$ cat config.mk
export PLATFORM = sky130hd
export DESIGN_NAME = lsu_bus_initiator_flat
export DESIGN_NICKNAME = d
export VERILOG_FILES = /design/src/rtl/lsu_bus_initiator_if.sv /design/src/rtl/lsu_bus_initiator.sv /design/src/flat_wrapper.sv
export SDC_FILE = /design/constraint.sdc
export NUM_CORES = 1
export LEC_CHECK = 0
export CORE_MARGIN = 3
export CORE_UTILIZATION = 34
export CTS_BUF_LIST = sky130_fd_sc_hd__clkbuf_8
export CTS_CLUSTER_DIAMETER = 200
export CTS_CLUSTER_SIZE = 28
export DETAILED_ROUTE_END_ITERATION = 16
export PLACE_DENSITY_LB_ADDON = 0.1
export SLEW_MARGIN = 20
export SYNTH_ARGS = -nofsm -noshare
export SYNTH_HDL_FRONTEND = slang
export SYNTH_SLANG_ARGS = --single-unit
$ cat constraint.sdc
create_clock -name clk -period 2.1 [get_ports clk]
set_input_delay 0.42 -clock clk [delete_from_list [all_inputs] [get_ports clk]]
set_output_delay 0.42 -clock clk [all_outputs]
set_load 0.05 [all_outputs]
$ cat src/rtl/lsu_bus_initiator_if.sv
// Word-oriented data bus between the LSU initiator and a multi-cycle memory responder.
// Requests use a valid/ready handshake; read data returns later on rsp_valid.
interface lsu_bus_initiator_if #(
  parameter int DATA_WIDTH = 32
);
  logic                  bus_req_valid;
  logic                  bus_req_ready;
  logic                  bus_we;
  logic [DATA_WIDTH-1:0] bus_addr;
  logic [DATA_WIDTH-1:0] bus_wdata;
  logic [3:0]            bus_wstrb;
  logic                  bus_rsp_valid;
  logic [DATA_WIDTH-1:0] bus_rdata;

  modport master (
    output bus_req_valid, bus_we, bus_addr, bus_wdata, bus_wstrb,
    input  bus_req_ready, bus_rsp_valid, bus_rdata
  );

  modport slave (
    input  bus_req_valid, bus_we, bus_addr, bus_wdata, bus_wstrb,
    output bus_req_ready, bus_rsp_valid, bus_rdata
  );
endinterface

$ cat src/rtl/lsu_bus_initiator.sv
// Issues one MEM-stage load/store as a bus transaction, stalls the pipeline while it is
// outstanding, and returns sign/zero-extended load data with a one-cycle done pulse.
module lsu_bus_initiator #(
  parameter int DATA_WIDTH = 32
) (
  input  logic                  clk,
  input  logic                  rst,
  input  logic                  req_valid,
  input  logic                  mem_write,
  input  logic [1:0]            type_control,
  input  logic                  sign_ext_flag,
  input  logic [DATA_WIDTH-1:0] addr,
  input  logic [DATA_WIDTH-1:0] write_data,
  output logic                  stall_o,
  output logic                  done_o,
  output logic                  misaligned_o,
  output logic [DATA_WIDTH-1:0] read_data_o,
  lsu_bus_initiator_if.master   bus
);

  typedef enum logic [1:0] {IDLE, REQ, WAIT_RSP, DONE} state_t;

  state_t                state_q, state_d;
  logic                  we_q;
  logic [1:0]            type_q;
  logic                  sext_q;
  logic [1:0]            off_q;
  logic [DATA_WIDTH-3:0] waddr_q;
  logic [DATA_WIDTH-1:0] wdata_q;
  logic [3:0]            wstrb_q;
  logic [DATA_WIDTH-1:0] rdata_q;

  logic                  capture;
  logic                  load_rsp;
  logic                  misaligned;
  logic [3:0]            wstrb_fmt;
  logic [DATA_WIDTH-1:0] wdata_fmt;
  logic [7:0]            byte_sel;
  logic [15:0]           half_sel;
  logic [DATA_WIDTH-1:0] load_fmt;

  // Reserved type 11 behaves as a word access.
  assign misaligned = (state_q == IDLE) & req_valid &
                      (((type_control == 2'b01) & addr[0]) |
                       (type_control[1] & (addr[1:0] != 2'b00)));

  always_comb begin
    wstrb_fmt = 4'b0000;
    wdata_fmt = '0;
    if (mem_write) begin
      unique case (type_control)
        2'b00: begin
          wstrb_fmt = 4'b0001 << addr[1:0];
          wdata_fmt = {4{write_data[7:0]}};
        end
        2'b01: begin
          wstrb_fmt = 4'b0011 << addr[1:0];
          wdata_fmt = {2{write_data[15:0]}};
        end
        default: begin
          wstrb_fmt = 4'b1111;
          wdata_fmt = write_data;
        end
      endcase
    end
  end

  assign byte_sel = bus.bus_rdata[{off_q, 3'b000} +: 8];
  assign half_sel = bus.bus_rdata[{off_q[1], 4'b0000} +: 16];

  always_comb begin
    unique case (type_q)
      2'b00:   load_fmt = {{(DATA_WIDTH-8){sext_q & byte_sel[7]}}, byte_sel};
      2'b01:   load_fmt = {{(DATA_WIDTH-16){sext_q & half_sel[15]}}, half_sel};
      default: load_fmt = bus.bus_rdata;
    endcase
  end

  // Stall is combinational in IDLE so the pipeline freezes in the request cycle itself.
  always_comb begin
    state_d  = state_q;
    stall_o  = 1'b0;
    done_o   = 1'b0;
    capture  = 1'b0;
    load_rsp = 1'b0;
    unique case (state_q)
      IDLE: begin
        if (req_valid && !misaligned) begin
          stall_o = 1'b1;
          capture = 1'b1;
          state_d = REQ;
        end
      end
      REQ: begin
        stall_o = 1'b1;
        if (bus.bus_req_ready) state_d = we_q ? DONE : WAIT_RSP;
      end
      WAIT_RSP: begin
        stall_o = 1'b1;
        if (bus.bus_rsp_valid) begin
          load_rsp = 1'b1;
          state_d  = DONE;
        end
      end
      DONE: begin
        done_o  = 1'b1;
        state_d = IDLE;
      end
      default: state_d = IDLE;
    endcase
  end

  always_ff @(posedge clk) begin
    if (rst) begin
      state_q <= IDLE;
      we_q    <= 1'b0;
      type_q  <= 2'b00;
      sext_q  <= 1'b0;
      off_q   <= 2'b00;
      waddr_q <= '0;
      wdata_q <= '0;
      wstrb_q <= 4'b0000;
      rdata_q <= '0;
    end else begin
      state_q <= state_d;
      if (capture) begin
        we_q    <= mem_write;
        type_q  <= type_control;
        sext_q  <= sign_ext_flag;
        off_q   <= addr[1:0];
        waddr_q <= addr[DATA_WIDTH-1:2];
        wdata_q <= wdata_fmt;
        wstrb_q <= wstrb_fmt;
      end
      if (load_rsp) rdata_q <= load_fmt;
    end
  end

  assign misaligned_o      = misaligned;
  assign read_data_o       = rdata_q;
  assign bus.bus_req_valid = (state_q == REQ);
  assign bus.bus_we        = we_q;
  assign bus.bus_addr      = {waddr_q, 2'b00};
  assign bus.bus_wdata     = wdata_q;
  assign bus.bus_wstrb     = wstrb_q;

endmodule

$ cat src/flat_wrapper.sv
// flat-port wrapper written by rule: the top's interface ports become plain ports
module lsu_bus_initiator_flat 
#(
  parameter int DATA_WIDTH = 32
)
  (clk, rst, req_valid, mem_write, type_control, sign_ext_flag, addr, write_data, stall_o, done_o, misaligned_o, read_data_o, bus_bus_req_valid, bus_bus_we, bus_bus_addr, bus_bus_wdata, bus_bus_wstrb, bus_bus_req_ready, bus_bus_rsp_valid, bus_bus_rdata);
  lsu_bus_initiator_if #(.DATA_WIDTH(DATA_WIDTH)) bus_i ();
  input  logic clk;
  input  logic rst;
  input  logic req_valid;
  input  logic mem_write;
  input  logic [1:0] type_control;
  input  logic sign_ext_flag;
  input  logic [DATA_WIDTH-1:0] addr;
  input  logic [DATA_WIDTH-1:0] write_data;
  output logic stall_o;
  output logic done_o;
  output logic misaligned_o;
  output logic [DATA_WIDTH-1:0] read_data_o;
  output wire logic [$bits(bus_i.bus_req_valid)-1:0] bus_bus_req_valid;
  output wire logic [$bits(bus_i.bus_we)-1:0] bus_bus_we;
  output wire logic [$bits(bus_i.bus_addr)-1:0] bus_bus_addr;
  output wire logic [$bits(bus_i.bus_wdata)-1:0] bus_bus_wdata;
  output wire logic [$bits(bus_i.bus_wstrb)-1:0] bus_bus_wstrb;
  input wire logic [$bits(bus_i.bus_req_ready)-1:0] bus_bus_req_ready;
  input wire logic [$bits(bus_i.bus_rsp_valid)-1:0] bus_bus_rsp_valid;
  input wire logic [$bits(bus_i.bus_rdata)-1:0] bus_bus_rdata;
  assign bus_bus_req_valid = bus_i.bus_req_valid;
  assign bus_bus_we = bus_i.bus_we;
  assign bus_bus_addr = bus_i.bus_addr;
  assign bus_bus_wdata = bus_i.bus_wdata;
  assign bus_bus_wstrb = bus_i.bus_wstrb;
  assign bus_i.bus_req_ready = bus_bus_req_ready;
  assign bus_i.bus_rsp_valid = bus_bus_rsp_valid;
  assign bus_i.bus_rdata = bus_bus_rdata;
  lsu_bus_initiator #(.DATA_WIDTH(DATA_WIDTH)) u_core (.clk(clk), .rst(rst), .req_valid(req_valid), .mem_write(mem_write), .type_control(type_control), .sign_ext_flag(sign_ext_flag), .addr(addr), .write_data(write_data), .stall_o(stall_o), .done_o(done_o), .misaligned_o(misaligned_o), .read_data_o(read_data_o), .bus(bus_i));
endmodule
==> run summary, run 1 <==
The flow ran to the end, and the final reports show no timing, DRC or antenna violations. The final layout contains 929 nets. The kind of cell with the highest combined delay along the critical path is buffers and inverters. Standby leakage power: 2.68 nW.

Cells with a size suffix above 1 make up 10.6% of the layout. The share of synthesized area spent on multiplexers is 7.42%. The worst hold path belongs to the class input port to flip-flop.

The tools report the sum of net half-perimeters after detailed placement as 12000 um. The synthesized netlist devotes 0% of its cell area to XOR and XNOR gates. The clock period minus final worst setup slack came out at 2.03 ns.

The die is 128 um wide. Placeable core region: 0.0141 mm^2. Of all nets on the critical path, the largest fanout is 3. The vertical extent of the die came out at 128 um. After Yosys synthesis, and, or, nand and nor cells account for 20.1% of the synthesized area. Including well taps, the total number of placed cells is 986.

The non-filler instance count after layout was 1004. The longest clock path from root to sink contains 2 buffers. Walking the worst path, the cells encountered are clkdlybuf4s50_1 > o21a_4 > a211oi_4 > nor2_2 > nor2_4 > buf_12.

The buffers plus inverters on the worst setup path was 2. The count of final max-slew check failures is 0. After synthesis, the largest family of logic cells by area is compound AO/OA/AOI/OAI gates. TritonCTS created 9 clock buffers. The run gives 5170 as the number of vias after detailed routing. The hold violation total from the final report is 0, and the slew at the pin with the worst max-slew slack is 0.551 ns. The period utilization works out to 96.7%. The type of the worst setup path was input port to output pin.

The logs give 26200 um for the global-route wire length before repair and 494 uV for the peak supply drop. The synthesized design contains 0 enable-type register cells. Average cell area after synthesis: 7.98 um^2.

The post-layout total power came out at 6.80 mW. The number of DRC markers in iteration 0 was 374. Synthesis produced a netlist whose cell count is 630. In the routed layout, each cell is associated on average with a via count of 5.15.

The worst pin sits at a relative slew slack of 63.2%. Overall routing resource usage: 20.0%. After detailed routing, the total wire length is 16600 um.

The tools report the worst hold slack as 0.441 ns. In this run the remaining antenna-violating nets after routing total 0. For the initial core utilization, the log shows 35.5%.

After routing, the total negative slack on setup checks comes to 0 ns. In the final routed layout, each cell accounts on average for 16.6 um. The number of global-route vias before repair was 4995.

Setup violations remaining at the end of the flow were counted as 0. Summing the areas of all fa, ha and maj instances in the mapped netlist gives 1.24% of the synthesized area. The area growth from synthesis to layout is 49.5%. Setup repair after global routing could not meet its margin everywhere. The post-placement cell area was 0.00726 mm^2.

The most instantiated flip-flop cell in the synthesis netlist is sky130_fd_sc_hd__dfxtp_1. 0 antenna diodes ended up in the layout. The logs give 0 for the final routed DRC violation total and 42.2% for the sequential area share after synthesis. The worst stage delay on the critical path came out at 0.45 ns. TritonCTS built the clock tree.

During I/O placement, the number of pins put on the boundary was 210. For the deepest level of the CTS H-tree, the log shows 3. The root buffer cell chosen for the clock tree is sky130_fd_sc_hd__clkbuf_8. The worst setup path is captured at an output pin. Clock slew at the register clock pins of the worst setup and hold paths: 0.10 ns.

The synthesis warning total was 0; the compound-cell area share of the yosys netlist was 21.6%. The clock reaches the later pin of the worst-skew pair after 0.38 ns. In this run, synthesis produced a sequential element count of 106. Number of hold-repair buffers added at the cts stage: 0.

The proportion of synthesized flip-flops having asynchronous set or reset works out to 0%. Yosys mapped the design onto 44 distinct sky130hd cell types. The run gives 43 as the number of standard-cell rows in the floorplan. Based on the critical path, the design can be clocked at up to 0.493 GHz. The clock net in this run drives a total of 106 sinks.

The pin count of the biggest net entering global routing came out at 47. The floorplan step defined a die boundary enclosing 0.0163 mm^2. The cell type of the slowest stage on the worst timing path was sky130_fd_sc_hd__clkdlybuf4s50_1. The initial antenna violation count was 0; the quantity of I/O buffers inserted on ports was 207.

Across the run, the number of max-cap violations was 0. The total overflow left after global routing is 0. The worst setup path is launched from an input port.

Across the routed clock network, the largest skew measured is 0.00655 ns. The final weighted congestion in routability-driven placement is 0.819, and the total power density per cell area is 905 mW/mm^2. STA puts the critical path data required time at 1.68 ns. For this run, the detailed router's first-pass iteration total came to 5.

The cell area that synthesis handed to floorplanning was 0.00503 mm^2. Summing all non-filler instances in the final layout gives an area of 0.00751 mm^2. Data arrives at the worst endpoint at 1.61 ns.
==> sequential cells by signal (all words and copies together), names as in the netlist <==
register / count
u_core.type_q: 2
u_core.waddr_q: 30
u_core.bus.bus_wstrb: 4
u_core.state_q: 2
u_core.read_data_o: 32
u_core.bus.bus_we: 1
u_core.off_q: 2
u_core.bus.bus_wdata: 32
u_core.sext_q: 1
==> where the power goes <==
part           switching [mW]  leakage, nW  internal (mW)
Sequential              0.149        0.860           2.25
Clock                   0.698        0.119          0.768
Combinational            1.82         1.70           1.11
Total                    2.67         2.68           4.13
==> per-stage QoR <==
step | util [%] | setup slack [ns]
after floorplan | - | 0.00620
after global placement | 51.3 | -0.0342
after detailed placement | 51.3 | -0.0765
after CTS | 53.1 | 0.0403
after global routing | 53.1 | -0.0274
final | 53.1 | 0.0703
==> placed cells by master (no fill, tap or decap), drive strengths merged, types with 7 or more instances in the layout <==
| cell type | n |
|---|---|
| or3 | 7 |
| inv | 14 |
| mux2 | 18 |
| o31ai | 7 |
| nand3b | 8 |
| dfxtp | 106 |
| o22ai | 7 |
| clkbuf | 12 |
| a211oi | 23 |
| clkdlybuf4s50 | 196 |
| a221o | 7 |
| a21oi | 106 |
| nand3 | 35 |
| o21ai | 11 |
| mux2i | 17 |
| nor2 | 35 |
| nand2 | 136 |
| buf | 36 |
==> Yosys cell counts, types with 3 or more instances <==
library cell	instances	area share, %
sky130_fd_sc_hd__nor2_1	35	2.6
sky130_fd_sc_hd__mux2_2	18	4.0
sky130_fd_sc_hd__a221o_1	7	1.4
sky130_fd_sc_hd__a21oi_2	3	0.52
sky130_fd_sc_hd__nand2_1	136	10
sky130_fd_sc_hd__a211oi_1	22	3.3
sky130_fd_sc_hd__nand3_1	34	3.4
sky130_fd_sc_hd__o211ai_1	3	0.45
sky130_fd_sc_hd__buf_2	10	1.0
sky130_fd_sc_hd__buf_6	9	2.0
sky130_fd_sc_hd__buf_4	5	0.75
sky130_fd_sc_hd__nand3b_1	8	1.2
sky130_fd_sc_hd__clkbuf_1	33	2.5
sky130_fd_sc_hd__o21ai_0	10	1.0
sky130_fd_sc_hd__or3_1	7	0.87
sky130_fd_sc_hd__inv_1	14	1.0
sky130_fd_sc_hd__o22ai_1	7	0.87
sky130_fd_sc_hd__nor3_1	3	0.30
sky130_fd_sc_hd__nand2b_1	5	0.62
sky130_fd_sc_hd__dfxtp_1	106	42
sky130_fd_sc_hd__ha_1	5	1.2
sky130_fd_sc_hd__o31ai_1	7	1.0
sky130_fd_sc_hd__mux2i_1	17	3.4
sky130_fd_sc_hd__a21oi_1	103	10
sky130_fd_sc_hd__nor2b_1	4	0.50
==> routing by layer <==
layer | GRT usage, % | vias to the layer above | part of all wire (%)
met5 | 0 | - | 0
met4 | 4.87 | 0 | 1.4
met3 | 7.57 | 17 | 9.4
met2 | 32.8 | 206 | 48
met1 | 25.0 | 2402 | 42
li1 | - | 2545 | -
==> worst paths after layout <==
check,cells after the start,endpoint,start,slack [ns]
setup / recovery,6,stall_o,type_control[1],0.07
hold / removal,2,u_core.bus.bus_wstrb[2],rst,0.44
setup reg to reg,8,u_core.bus.bus_wdata[2],u_core.state_q[1],0.30
hold reg to reg,2,u_core.bus.bus_wdata[7],u_core.bus.bus_wdata[7],0.46
==> what timing repair did <==
action,CTS,global route
gates resized for setup,5,1
endpoints found under the setup margin,1,2
hold endpoints to repair,0,0
pin swaps,1,0
setup buffers,2,0
==> final cells by class <==
type / instances / area (um^2)
clock buffers: 12 / 165
clock inverters: 4 / 72.6
fillers: 1367 / 6640
inverters: 14 / 52.6
multi-input cells: 453 / 2560
flip-flops and latches: 106 / 2120
well taps: 180 / 225
repair buffers: 235 / 2310
==> cell families after synthesis <==
logic type	Yosys count
AOI/OAI and AO/OA	176
other	1
DFF	106
muxes	35
buffers and inverters	72
adders and majority gates	5
and+or+nand+nor	235
Note: power is estimated with default switching activity, not from simulation.
==> inputs of run 2 (changes only) <==
--- a/config.mk
+++ b/config.mk
@@ -5,6 +5,7 @@
 export SDC_FILE = /design/constraint.sdc
 export NUM_CORES = 1
 export LEC_CHECK = 0
+export CAP_MARGIN = 20
 export CORE_MARGIN = 3
 export CORE_UTILIZATION = 34
 export CTS_BUF_LIST = sky130_fd_sc_hd__clkbuf_8
==> constraint.sdc (replaced) <==
create_clock -name clk -period 2.1 [get_ports clk]
set_input_delay 0.42 -clock clk [delete_from_list [all_inputs] [get_ports clk]]
set_output_delay 0.42 -clock clk [all_outputs]
set_load 0.01 [all_outputs]
==> run summary, run 2 (synthesis results as in run 1) <==
Entering global routing, the biggest net connects 72 pins. The peak supply drop came out at 551 uV. The endpoint identified for the worst register-to-register timing path is u_core.bus.bus_wstrb[1]. Clock latency reported for the late side of the worst-skew pair: 0.39 ns. The initial antenna violation count was 0; the first-pass iteration count of the detailed router was 5. The switching power share of the total works out to 32.7%. The setup-violating endpoint count in the final report was 0. For the clock network fraction of total power, the log shows 23.7%.

The number of cells on the worst reg-to-reg path is 8. The sum of net half-perimeters after detailed placement came out at 11900 um. Along the worst hold path, the cell count comes to 2. The tools report the master cell of the clock root buffer as sky130_fd_sc_hd__clkbuf_8. Combinational cells account for 36.3% of the total power. For this run, the slowest stage of the critical path takes 0.44 ns.

Buffers placed on the I/O ports in this run total 207. Of the cells placed in the final design, the portion with a size suffix greater than 1 is 9.81%. Traced cell by cell, the critical path runs through clkdlybuf4s50_1 > buf_4 > a211oi_4 > nor2_1 > nor2_1 > buf_2.

Final routed DRC violation total: 0. The tools report the number of standard-cell rows in the floorplan as 43. In the layout the commonest cells are 203 x sky130_fd_sc_hd__clkdlybuf4s50_1, 135 x sky130_fd_sc_hd__nand2_1, 105 x sky130_fd_sc_hd__dfxtp_1. Area of the die: 0.0163 mm^2. Timing would allow up to 0.500 GHz. The tool flagged a number of max-cap violations equal to 0. Maximum fanout along the worst path: 8. The critical path's top delay family was buffers and inverters. The slew at the pin with the worst max-slew slack is 0.520 ns. In the global route stage, overall resource usage came out at 19.9%. Cell internal power was estimated by the tool at 4.02 mW. In this run the power density over the cells is 796 mW/mm^2. The most numerous cell type found on the critical path is sky130_fd_sc_hd__nor2_1. The core region is 0.0141 mm^2. Summed over all nets, the switching power comes to 1.95 mW. The period utilization is 95.2%, and the initial core utilization is 35.5%. Once placement finished, the instance area stood at 0.00725 mm^2.

After layout, the worst setup slack is 0.100 ns. The area growth from synthesis to layout was 49.4%. 210 I/O pins were placed. After clock tree synthesis, the clock-pin slew on the worst setup and hold paths is 0.10 ns. The worst setup path is of the input port to output pin kind. Counting the buffers created by CTS gives 9. The logs give -0.374 ns for the post-place setup slack and 65.3% for the worst max-slew margin expressed relative to the limit. The total overflow left after global routing is 0. Once layout is done, the placed cells without fillers occupy 0.00751 mm^2. The worst path in the final design needs a cycle of 2.00 ns, including I/O delays and setup.

The post-layout total power came out at 5.97 mW. The worst setup path is launched from an input port. The share of total power dissipated in sequential elements is 40.0%. Leaving out fill and tap cells, the most frequent cell in the layout is sky130_fd_sc_hd__clkdlybuf4s50_1. Final weighted congestion in routability-driven placement: 0.802. On the critical path, the stage with the largest delay is an instance of sky130_fd_sc_hd__clkdlybuf4s50_1. The path with the worst hold slack has its endpoint at u_core.bus.bus_wstrb[2]. The clock net in this run drives a total of 106 sinks. In this run the number of H-tree levels came out at 3. The standby leakage power was 2.67 nW; the vertical extent of the die was 128 um. Across all layers, the routed design uses 5127 vias. The mean number of vias per cell is 5.10. After detailed routing, the average wire length per cell comes to 16.4 um. The global-route wire length before repair is 26000 um. In this run the most critical hold path is launched from rst. In the final design database the tool counted 931 nets. In this run, post-CTS hold repair placed 0 buffers.

The buffers plus inverters on the worst setup path is 3. TritonCTS built the clock tree. The number of DRC markers in iteration 0 was 308. The tightest min-delay check is of the input port to flip-flop type. Setup repair after global routing left no endpoint under its margin. The flow ran to the end, and the final reports show no timing, DRC or antenna violations. In this run the deepest clock path goes through 2 buffers. The floorplan die width was 128 um; the required time of the worst setup path was 1.68 ns.

In this run the critical register-to-register path is launched from u_core.state_q[0]. The logs give 1.58 ns for the endpoint arrival time on the critical path and 0 for the hold violation total from the final report. The critical path crosses 6 cells after its start point. Across all register-to-register paths, the minimum setup slack is 0.23 ns.

For the number of global-route vias before repair, the log shows 5018. The count of final max-slew check failures was 0; the worst-case clock skew was 0.0140 ns. The total routed wirelength came out at 16500 um. The worst setup path is captured at an output pin.

The count of nets left with antenna violations once routing finished came out at 0. The antenna diode count was 0. Cells fill 53.1% of the core in the end.
## run 2: cell count changes in the layout (fill, tap and decap cells not counted), moves of 2 or more
cell,delta
sky130_fd_sc_hd__buf_4,-5
sky130_fd_sc_hd__clkbuf_8,-3
sky130_fd_sc_hd__clkdlybuf4s50_1,+7
sky130_fd_sc_hd__dlygate4sd2_1,-2
sky130_fd_sc_hd__inv_1,+2
sky130_fd_sc_hd__nor2_1,+2
## run 2: metal layers
layer,global-route usage (%),up-vias,wire length (um)
li1,-,2547,-
met1,23.6,2379,6570
met2,33.7,181,8040
met3,8.24,20,1620
met4,4.74,0,272
met5,0,-,0
## run 2: worst max-delay path by stage
stage / start / end / slack [ns]
floorplan: addr[0] / stall_o / 0.10
CTS: addr[1] / misaligned_o / 0.008
global placement: addr[1] / stall_o / -0.38
global route: u_core.state_q[0] / stall_o / 0.006
finish: addr[0] / stall_o / 0.10
detailed placement: addr[1] / stall_o / -0.37
## run 2: area by class of cell
class                   count  area (um^2)
fillers                  1345         6640
multi-input cells         453         2560
repair buffers            237         2330
flip-flops and latches    106         2120
well taps                 180          225
clock buffers               9          124
clock inverters             7         92.6
inverters                  14         52.6
## run 2: worst reg2reg max path: stages, from the launching register on
cell and delay [ns]:
sky130_fd_sc_hd__dfxtp_2 0.34, sky130_fd_sc_hd__inv_1 0.10, sky130_fd_sc_hd__ha_4 0.15, sky130_fd_sc_hd__nand2_4 0.06, sky130_fd_sc_hd__a211oi_4 0.22, sky130_fd_sc_hd__buf_4 0.14, sky130_fd_sc_hd__buf_6 0.43, sky130_fd_sc_hd__o211ai_1 0.18
sky130_fd_sc_hd__a21oi_1 0.18
## run 2: metrics by stage
step	hold WS [ns]	TNS (ns)	instances
final	0.373	0	1006
after global routing	0.368	0	1006
after CTS	0.345	0	1003
after detailed placement	0.445	-18.10	987
after global placement	0.441	-15.35	987
after floorplan	0.476	0	631
## run 2: power by group through the flow
| stage | combinational (mW) | clock (mW) | sequential (mW) |
|---|---|---|---|
| floorplan | 1.04 | 0 | 2.51 |
| global placement | 2.11 | 0 | 2.42 |
| detailed placement | 2.13 | 0 | 2.43 |
| CTS | 2.12 | 1.47 | 2.39 |
| global route | 2.39 | 1.54 | 2.42 |
| finish | 2.17 | 1.42 | 2.39 |
## run 2: timing repair
item,in CTS,in global routing
gates resized for setup,7,9
endpoints found under the setup margin,2,36
setup buffers,0,3
pin swaps,0,2
cloned,0,0
==> inputs of run 3 (changes only) <==
--- a/config.mk
+++ b/config.mk
@@ -6,7 +6,7 @@
 export NUM_CORES = 1
 export LEC_CHECK = 0
 export CAP_MARGIN = 20
-export CORE_MARGIN = 3
+export CORE_MARGIN = 2
 export CORE_UTILIZATION = 34
 export CTS_BUF_LIST = sky130_fd_sc_hd__clkbuf_8
 export CTS_CLUSTER_DIAMETER = 200
==> run summary, run 3 (synthesis results as in run 1) <==
The antenna diode count was 0. The most critical setup path has its startpoint at u_core.state_q[1]. After clock tree synthesis, the clock-pin slew on the worst setup and hold paths is 0.10 ns. The H-tree was split into 3 levels. Once layout is complete, the utilization of the core stands at 51.7%.

Count of final max-slew check failures: 0. The logs give 0 for the hold violation total from the final report and 0 for the initial antenna violation count. The type of the worst setup path is flip-flop to output pin. The quantity of I/O buffers inserted on ports is 207. After detailed routing, the number of remaining DRC violations is 0. The tools report the initial core utilization as 34.7%. The cell depth of the worst hold path is 2.

The tools report the global-route wire length before repair as 26400 um. The number of clock buffers added by TritonCTS is 9. The min-delay analysis places its worst path in the category input port to flip-flop.

The tools report the number of clock sinks as 106. The routed design has 16500 um of wire. The floorplan die width is 126 um. The final design area excluding fillers came out at 0.00748 mm^2.

Using the TritonRoute via totals, the vias-per-cell ratio works out to 5.08. The tools report the endpoint of the lowest-slack register-to-register path as u_core.bus.bus_wdata[3]. Setup repair after global routing left no endpoint under its margin.

Setup violations remaining at the end of the flow were counted as 0. The tools report the sort of element at the start of the critical path as a flip-flop. Count of placed standard cells including taps: 990. The standby leakage power is 2.65 nW. The area growth from synthesis to layout came out at 48.9%. The number of standard-cell rows in the floorplan is 44. TritonCTS built the clock tree. STA classifies the critical path endpoint as an output pin. The run gives 5.94 mW as the post-layout total power. IR analysis of the VDD net gives a maximum drop of 541 uV. The placeable core region was 0.0145 mm^2; the first-pass iteration count of the detailed router was 4. For the worst-skew pair, the clock arrives at the later sink with an insertion delay of 0.39 ns. Reg-to-reg startpoint: u_core.state_q[1]. Dividing the final minimum period by the clock period gives 95.1%.

For the pin with the worst max-slew slack, the measured transition is 0.680 ns. The number of max-cap violations was 0. Detailed placement ended at an HPWL of 11800 um. The floorplan step set the die height to 126 um.

For this run, the number of standard cells in the final layout without fillers is 1006. The die covers 0.0158 mm^2. The routed length per instance came out at 16.4 um. No sink is reached through more buffers than the 2 on the longest clock path. 210 I/O pins were placed.

The setup slack of the most critical reg-to-reg path is 0.27 ns, and the number of global-route vias before repair is 5122. The final weighted congestion in routability-driven placement was 0.840. The endpoint arrival time on the critical path is 1.58 ns. In the layout the commonest cells are 201 x sky130_fd_sc_hd__clkdlybuf4s50_1, 135 x sky130_fd_sc_hd__nand2_1, 105 x sky130_fd_sc_hd__dfxtp_1. The tools report the master cell of the clock root buffer as sky130_fd_sc_hd__clkbuf_8. In the global route stage, overall resource usage came out at 20.6%. The logs give 5110 for the number of vias after detailed routing and 0 for the number of routed nets with antenna violations. The first routing iteration left 379 violations. Most common library cell in the layout ignoring fill and taps: sky130_fd_sc_hd__clkdlybuf4s50_1.

In the final layout, the share of cells above drive strength 1 is 9.37%. The clock period minus final worst setup slack was 2.00 ns. The placed instances occupy a cell area of 0.00725 mm^2. The maximum fanout along the worst path was 3. In this run the tightest slew margin relative to its limit is 54.5%.

The total power density per cell area is 794 mW/mm^2. The logs give 72 for the pin count of the biggest net entering global routing and 0 ns for the aggregate negative setup slack. Derived from the worst setup path, the maximum achievable clock frequency is 0.501 GHz.

Following the worst setup path forward leads to its endpoint at bus_bus_req_valid. The total grt overflow was 0. Clock skew on the completed layout was measured at 0.0105 ns. The number of cells on the worst reg-to-reg path is 7.

The run finished with clean final reports. For the worst setup path, the data required time is 1.68 ns. For the layout net count, the log shows 927.
run 3: routing by layer:
metal,vias up,global-route usage (%),share of wire [%]
li1,2546,-,-
met5,-,0,0
met1,2350,24.8,42
met2,196,34.7,48
met4,0,5.03,1.5
met3,18,7.83,8.4
run 3: worst min-delay path by stage:
| stage | from | to | slack, ns |
|---|---|---|---|
| detailed placement | u_core.waddr_q[15] | u_core.waddr_q[15] | 0.45 |
| finish | rst | u_core.bus.bus_wdata[0] | 0.40 |
| global placement | u_core.bus.bus_wdata[13] | u_core.bus.bus_wdata[13] | 0.44 |
| CTS | rst | u_core.bus.bus_wdata[0] | 0.37 |
| floorplan | u_core.bus.bus_wdata[13] | u_core.bus.bus_wdata[13] | 0.48 |
| global route | rst | u_core.bus.bus_wdata[0] | 0.39 |
run 3: report_power, final:
part           internal [mW]  leakage (nW)  switching [mW]
Sequential              2.25         0.860           0.146
Clock                  0.681         0.104           0.760
Combinational           1.05          1.68            1.06
run 3: critical path, stage by stage (launching register included):
cell and delay, ns:
sky130_fd_sc_hd__dfxtp_1 0.33, sky130_fd_sc_hd__inv_1 0.10, sky130_fd_sc_hd__ha_1 0.21, sky130_fd_sc_hd__clkdlybuf4s50_1 0.57
run 3: layout make-up:
| cell class | instances | area, um^2 |
|---|---|---|
| clock buffers | 9 | 124 |
| clock inverters | 7 | 103 |
| fillers | 1412 | 7000 |
| inverters | 14 | 52.6 |
| multi-input cells | 453 | 2550 |
| flip-flops and latches | 106 | 2120 |
| well taps | 184 | 230 |
| repair buffers | 233 | 2300 |
run 3: repair_timing:
item,4_1_cts,5_1_grt
hold buffers,0,0
resized for setup,8,8
setup endpoints to repair,2,36
buffers inserted,0,0
hold endpoints to repair,0,0
run 3: per-stage QoR:
| step | hold WS, ns | setup slack, ns |
|---|---|---|
| after detailed placement | 0.446 | -0.360 |
| after global placement | 0.440 | -0.381 |
| after global routing | 0.393 | 0.00404 |
| after floorplan | 0.476 | 0.103 |
| after CTS | 0.373 | 0.0168 |
| final | 0.401 | 0.103 |
==> patch 1: new RTL, config.mk and constraints of run 3 <==
Encoding of `state_t`: now one-hot (4 bits for 4 states).
--- a/src/rtl/lsu_bus_initiator.sv
+++ b/src/rtl/lsu_bus_initiator.sv
@@ -18,7 +18,7 @@
   lsu_bus_initiator_if.master   bus
 );
 
-  typedef enum logic [1:0] {IDLE, REQ, WAIT_RSP, DONE} state_t;
+  typedef enum logic [3:0] {IDLE = 4'b0001, REQ = 4'b0010, WAIT_RSP = 4'b0100, DONE = 4'b1000} state_t;
 
   state_t                state_q, state_d;
   logic                  we_q;
Behaviour: same outputs for any inputs over 10 cycles, from zero or initial values and one cycle with rst high; not proved beyond that.
==> patch 1 against run 3 <==
Cell area shrank 1.6%. Register-to-register slack lost 0.14 ns. Via count shrank 6.4%. Synthesized area shrank 6.3%. Clock skew grew 0.00099 ns. Routed wire length shrank 8.3%. Worst setup slack lost 0.047 ns. Power shrank 17%. Sequential cell count grew 2. Count of clock-buffer cells in the layout grew 1.
==> patch 1: results (changes against run 3) <==
Parameter                              Value

Clock network
  Depth of the CTS H-tree    3 (unchanged)
  Clock Pin Slew Worst Setup and Hold Paths    0.10 ns (about the same)
  Number of buffers inserted during clock tree synthesis    9 (unchanged)
  CTS Root Buffer Type    clkbuf_8
  Number of buffers on the longest clock path    2 (unchanged)
  Clock latency at the later pin of the worst-skew pair    0.39 ns (about the same)

Routing
  Overall via count from detail_route    4783 (-6.4%)
  Remaining design rule violation count    0 (unchanged)
  DRC violation total after the first TritonRoute iteration    188 (-50%)
  Final wirelength    15100 um (-8.3%)
  Routed len/inst    15.8 um (-3.3%)
  Pre-antenna DRT Iters    4 (unchanged)

Global routing
  First-pass GRT wire length    23000 um (-13%)
  Tot GR Track Use    20.0% (-0.54 points)
  Vias in the first global route    4554 (-11%)
  Pin count of the biggest net entering global routing    55 (-24%)
  Antenna violations before repair    1 (+1)

Yosys
  Proportion of synthesized chip area in sequential cells    45.9% (+3.7 points)
  Mean post-synth cell area    8.41 um^2 (+5.4%)
  Number of distinct library cells after synthesis    42 (-4.5%)
  Number of warning messages in the yosys log    0 (unchanged)
  Top cell types by occurrence after synthesis    nand2_1 (117), dfxtp_1 (108), a21oi_1 (76)
  Share of flip-flops with an asynchronous set or reset    0% (unchanged)
  Largest cells by area after synthesis    dfxtp_1 (46%), nand2_1 (9.3%), a21oi_1 (8.1%)
  Predominant post-synthesis flop cell    dfxtp_1

Placed design
  Pre-CTS WS    -0.611 ns (-0.251 ns)
  Number of input and output port buffers inserted    207 (unchanged)
  GP Congestion    0.816 (-2.8%)
  Post-DP HPWL    11000 um (-6.8%)
  Number of placed instances, taps included    936 (-5.5%)

Finish
  Antenna diode count    0 (unchanged)
  Layout cells sized above 1    11.1% (+1.7 points)
  Final #Nets    875 (-5.6%)

Critical path
  Worst path top cell family by delay    simple AND/OR/NAND/NOR gates
  Reg-to-reg startpoint    u_core.state_q[3]
  Critical path's largest stage delay    0.37 ns (-0.20 ns)
  Worst reg2reg setup slack    0.13 ns (-0.14 ns)
  Destination of the worst register-to-register timing path    u_core.read_data_o[6]
  Crit-path slowest cell    dfxtp_4
  Data arrival at the endpoint of the critical path    1.62 ns (+0.04 ns)
  Cells on worst reg2reg path    7 (unchanged)
  CP Max Fanout    3 (unchanged)

Power
  Reported leakage power    2.61 nW (-1.2%)
  Total Power Consumption    4.92 mW (-17%)
  Largest vdd supply drop    326 uV (-40%)

Hold path
  Type of the worst min-delay path    input pin to flop
  Min-delay src    rst
  Endpoint of the worst hold-timing path    u_core.bus.bus_wdata[2]
  Cell count of the worst hold path    2 (unchanged)

Status
  Run status    finished, final reports clean

STA
  Setup skew after layout    0.0115 ns (+0.000986 ns)
  Headroom to the max-slew limit    41.3% (-13 points)
-- patch 1: worst reg2reg max path: cells and delay by family (launching register included) --
family	cells	cell delay, ns
buffers and inverters	3	0.55
AO/OA/AOI/OAI	1	0.41
flip-flops	1	0.37
AND/OR/NAND/NOR	3	0.52
-- patch 1: worst max-delay path by stage --
stage                           start  cells after the start  slack [ns]                     end
global placement              addr[0]                      5       -0.58                 stall_o
detailed placement            addr[0]                      5       -0.61                 stall_o
floorplan             u_core.off_q[1]                      6        0.26  u_core.read_data_o[20]
global route        u_core.state_q[3]                      4       -0.02                 stall_o
finish              u_core.state_q[3]                      4        0.06                 stall_o
CTS                   type_control[0]                      5       -0.07                 stall_o
-- patch 1: power breakdown --
group / internal, mW / total, mW / switching (mW) / leakage [nW]
sequential: 2.16 / 2.25 / 0.0851 / 0.876
clock: 0.702 / 1.44 / 0.738 / 0.105
combinational: 0.649 / 1.23 / 0.581 / 1.63
total: 3.52 / 4.92 / 1.40 / 2.61
-- patch 1: what timing repair did --
action,in CTS,in global routing
pin swaps,1,4
buffers inserted,2,1
resized for setup,21,11
endpoints found under the setup margin,24,22
-- patch 1: kinds of logic (layout without fill, tap and decap cells) --
group / Yosys count / count (layout) / synth area share [%]
AND/OR/NAND/NOR: 197 / 197 / 17.8
AO/OA/AOI/OAI: 150 / 150 / 21.1
flip-flops: 108 / 108 / 45.9
buffers and inverters: 63 / 276 / 5.77
multiplexers: 41 / 41 / 9.33
other: 1 / 2 / 0.0796
-- patch 1: layout make-up --
class,count,area (um^2)
inverters,13,48.8
well taps,180,225
fillers,1308,6360
clock buffers,10,138
repair buffers,248,2390
flip-flops and latches,108,2170
clock inverters,5,83.8
multi-input cells,390,2310
-- patch 1: per-stage QoR --
stage	area [um^2]	hold slack, ns
detailed placement	7080	0.445
floorplan	4710	0.458
CTS	7320	0.294
global placement	7080	0.441
finish	7360	0.308
global route	7360	0.307
-- patch 1: routing by layer --
layer / vias up / GRT usage, % / share of wire [%]
li1: 2391 / - / -
met1: 2215 / 24.4 / 43
met2: 153 / 32.7 / 47
met3: 22 / 6.51 / 7.9
met4: 2 / 8.26 / 2.0
met5: - / 0 / 0.086
==> patch 2: new RTL, flow settings as in run 3 <==
Without the edit above. Make the reset (`rst`) asynchronous in one clocked block.
--- a/src/rtl/lsu_bus_initiator.sv
+++ b/src/rtl/lsu_bus_initiator.sv
@@ -110,7 +110,7 @@
     endcase
   end
 
-  always_ff @(posedge clk) begin
+  always_ff @(posedge clk or posedge rst) begin
     if (rst) begin
       state_q <= IDLE;
       we_q    <= 1'b0;
Function: differs if rst is asserted again (counterexample within 4 cycles, from zero or initial values and one cycle with rst high); with rst held inactive, the same outputs for 10 cycles.
==> patch 2 against run 3 <==
Sequential cell count stayed put. Critical path depth unchanged. Routed wire length shrank 4.4%. Highest routed layer unchanged. Synthesized area is 6.2% higher. Critical endpoint is now done_o. Hold slack gained 0.086 ns. Worst setup slack lost 0.047 ns. Count of clock-buffer cells in the layout did not move. Die area up 6.0%. Cell area is 6.1% higher.
Power is not compared: it rests on default switching activity, and its combinational part moved more than twofold at a synthesized area within 25%.
==> patch 2: results (changes against run 3) <==
Parameter                              Value

STA
  Headroom to the max-slew limit    62.0% (+7.5 points)

Routing
  Overall via count from detail_route    4488 (-12%)
  DRC violation total after the first TritonRoute iteration    185 (-51%)
  Met1 Routed Length    6340 um (-7.8%)
  Routed len/inst    16.8 um (+2.9%)

Yosys
  Number of distinct library cells after synthesis    38 (-14%)
  Share of flip-flops with an asynchronous set or reset    100% (+100 points)
  Proportion of synthesized chip area in sequential cells    49.7% (+7.5 points)
  Top cell types by occurrence after synthesis    dfrtp_1 (106), nand2_1 (82), o21ai_0 (41)

Hold path
  Type of the worst min-delay path    flop to flop
  Min-delay src    u_core.bus.bus_wdata[28]

Finish
  FF/Latch Area    2650 um^2 (+25%)
  Number of multi-input combinational cells    355 (-22%)
  Count of inverters other than clock inverters in the layout    8 (-6)
  Fraction of area in multi-input gates    30.5% (-3.6 points)
  # fillers    1445 (+2.3%)
  Layout cells sized above 1    13.1% (+3.8 points)
  Area growth from synthesis to layout    48.7%

Placed design
  Post-DP HPWL    11500 um (-2.2%)

Critical path
  Data arrival at the endpoint of the critical path    1.62 ns (+0.04 ns)
  Destination of the worst register-to-register timing path    u_core.waddr_q[25]
  Critical path's largest stage delay    0.47 ns (-0.10 ns)
  Worst reg2reg setup slack    0.22 ns (-0.05 ns)
  Reg-to-reg startpoint    u_core.state_q[0]
  CP Max Fanout    4 (+1)

Global routing
  Vias in the first global route    4698 (-8.3%)
  Grt met3 use    5.16% (-2.7 points)
  Pin count of the biggest net entering global routing    107 (+49%)
  Global-route met2 utilization    33.7% (-0.94 points)
  Routing usage on met1    22.9% (-1.9 points)

Status
  Run status    finished, final reports clean

Clock network
  CTS-repair resized insts    10 (+2)
[patch 2: cell count changes after synthesis, moves of 18 or more]
cell | run 3 | this run
dfrtp_1 | 0 | 106
o21ai_0 | 10 | 41
a21oi_1 | 103 | 18
mux2_4 | 0 | 35
dfxtp_1 | 106 | 0
clkbuf_1 | 33 | 10
mux2_2 | 18 | 0
a211oi_1 | 22 | 2
nand2_1 | 136 | 82
[patch 2: stage by stage]
step,instances,hold slack (ns),power (mW),worst slack (ns)
global route,934,0.509,11.2,0.000119
global placement,914,0.464,8.92,-0.232
finish,934,0.487,10.5,0.0558
CTS,932,0.492,10.5,0.00470
floorplan,509,0.505,6.24,0.0991
detailed placement,914,0.469,9.04,-0.289
[patch 2: cells by family after synthesis]
kind of cell             count (synthesis)  synth area share (%)
AO/OA/AOI/OAI                           93                  11.0
buffers and inverters                   48                  5.49
other                                    1                0.0703
adder cells (fa/ha/maj)                  5                  1.17
multiplexers                            70                  16.5
flip-flops                             106                  49.7
AND/OR/NAND/NOR                        185                  16.1
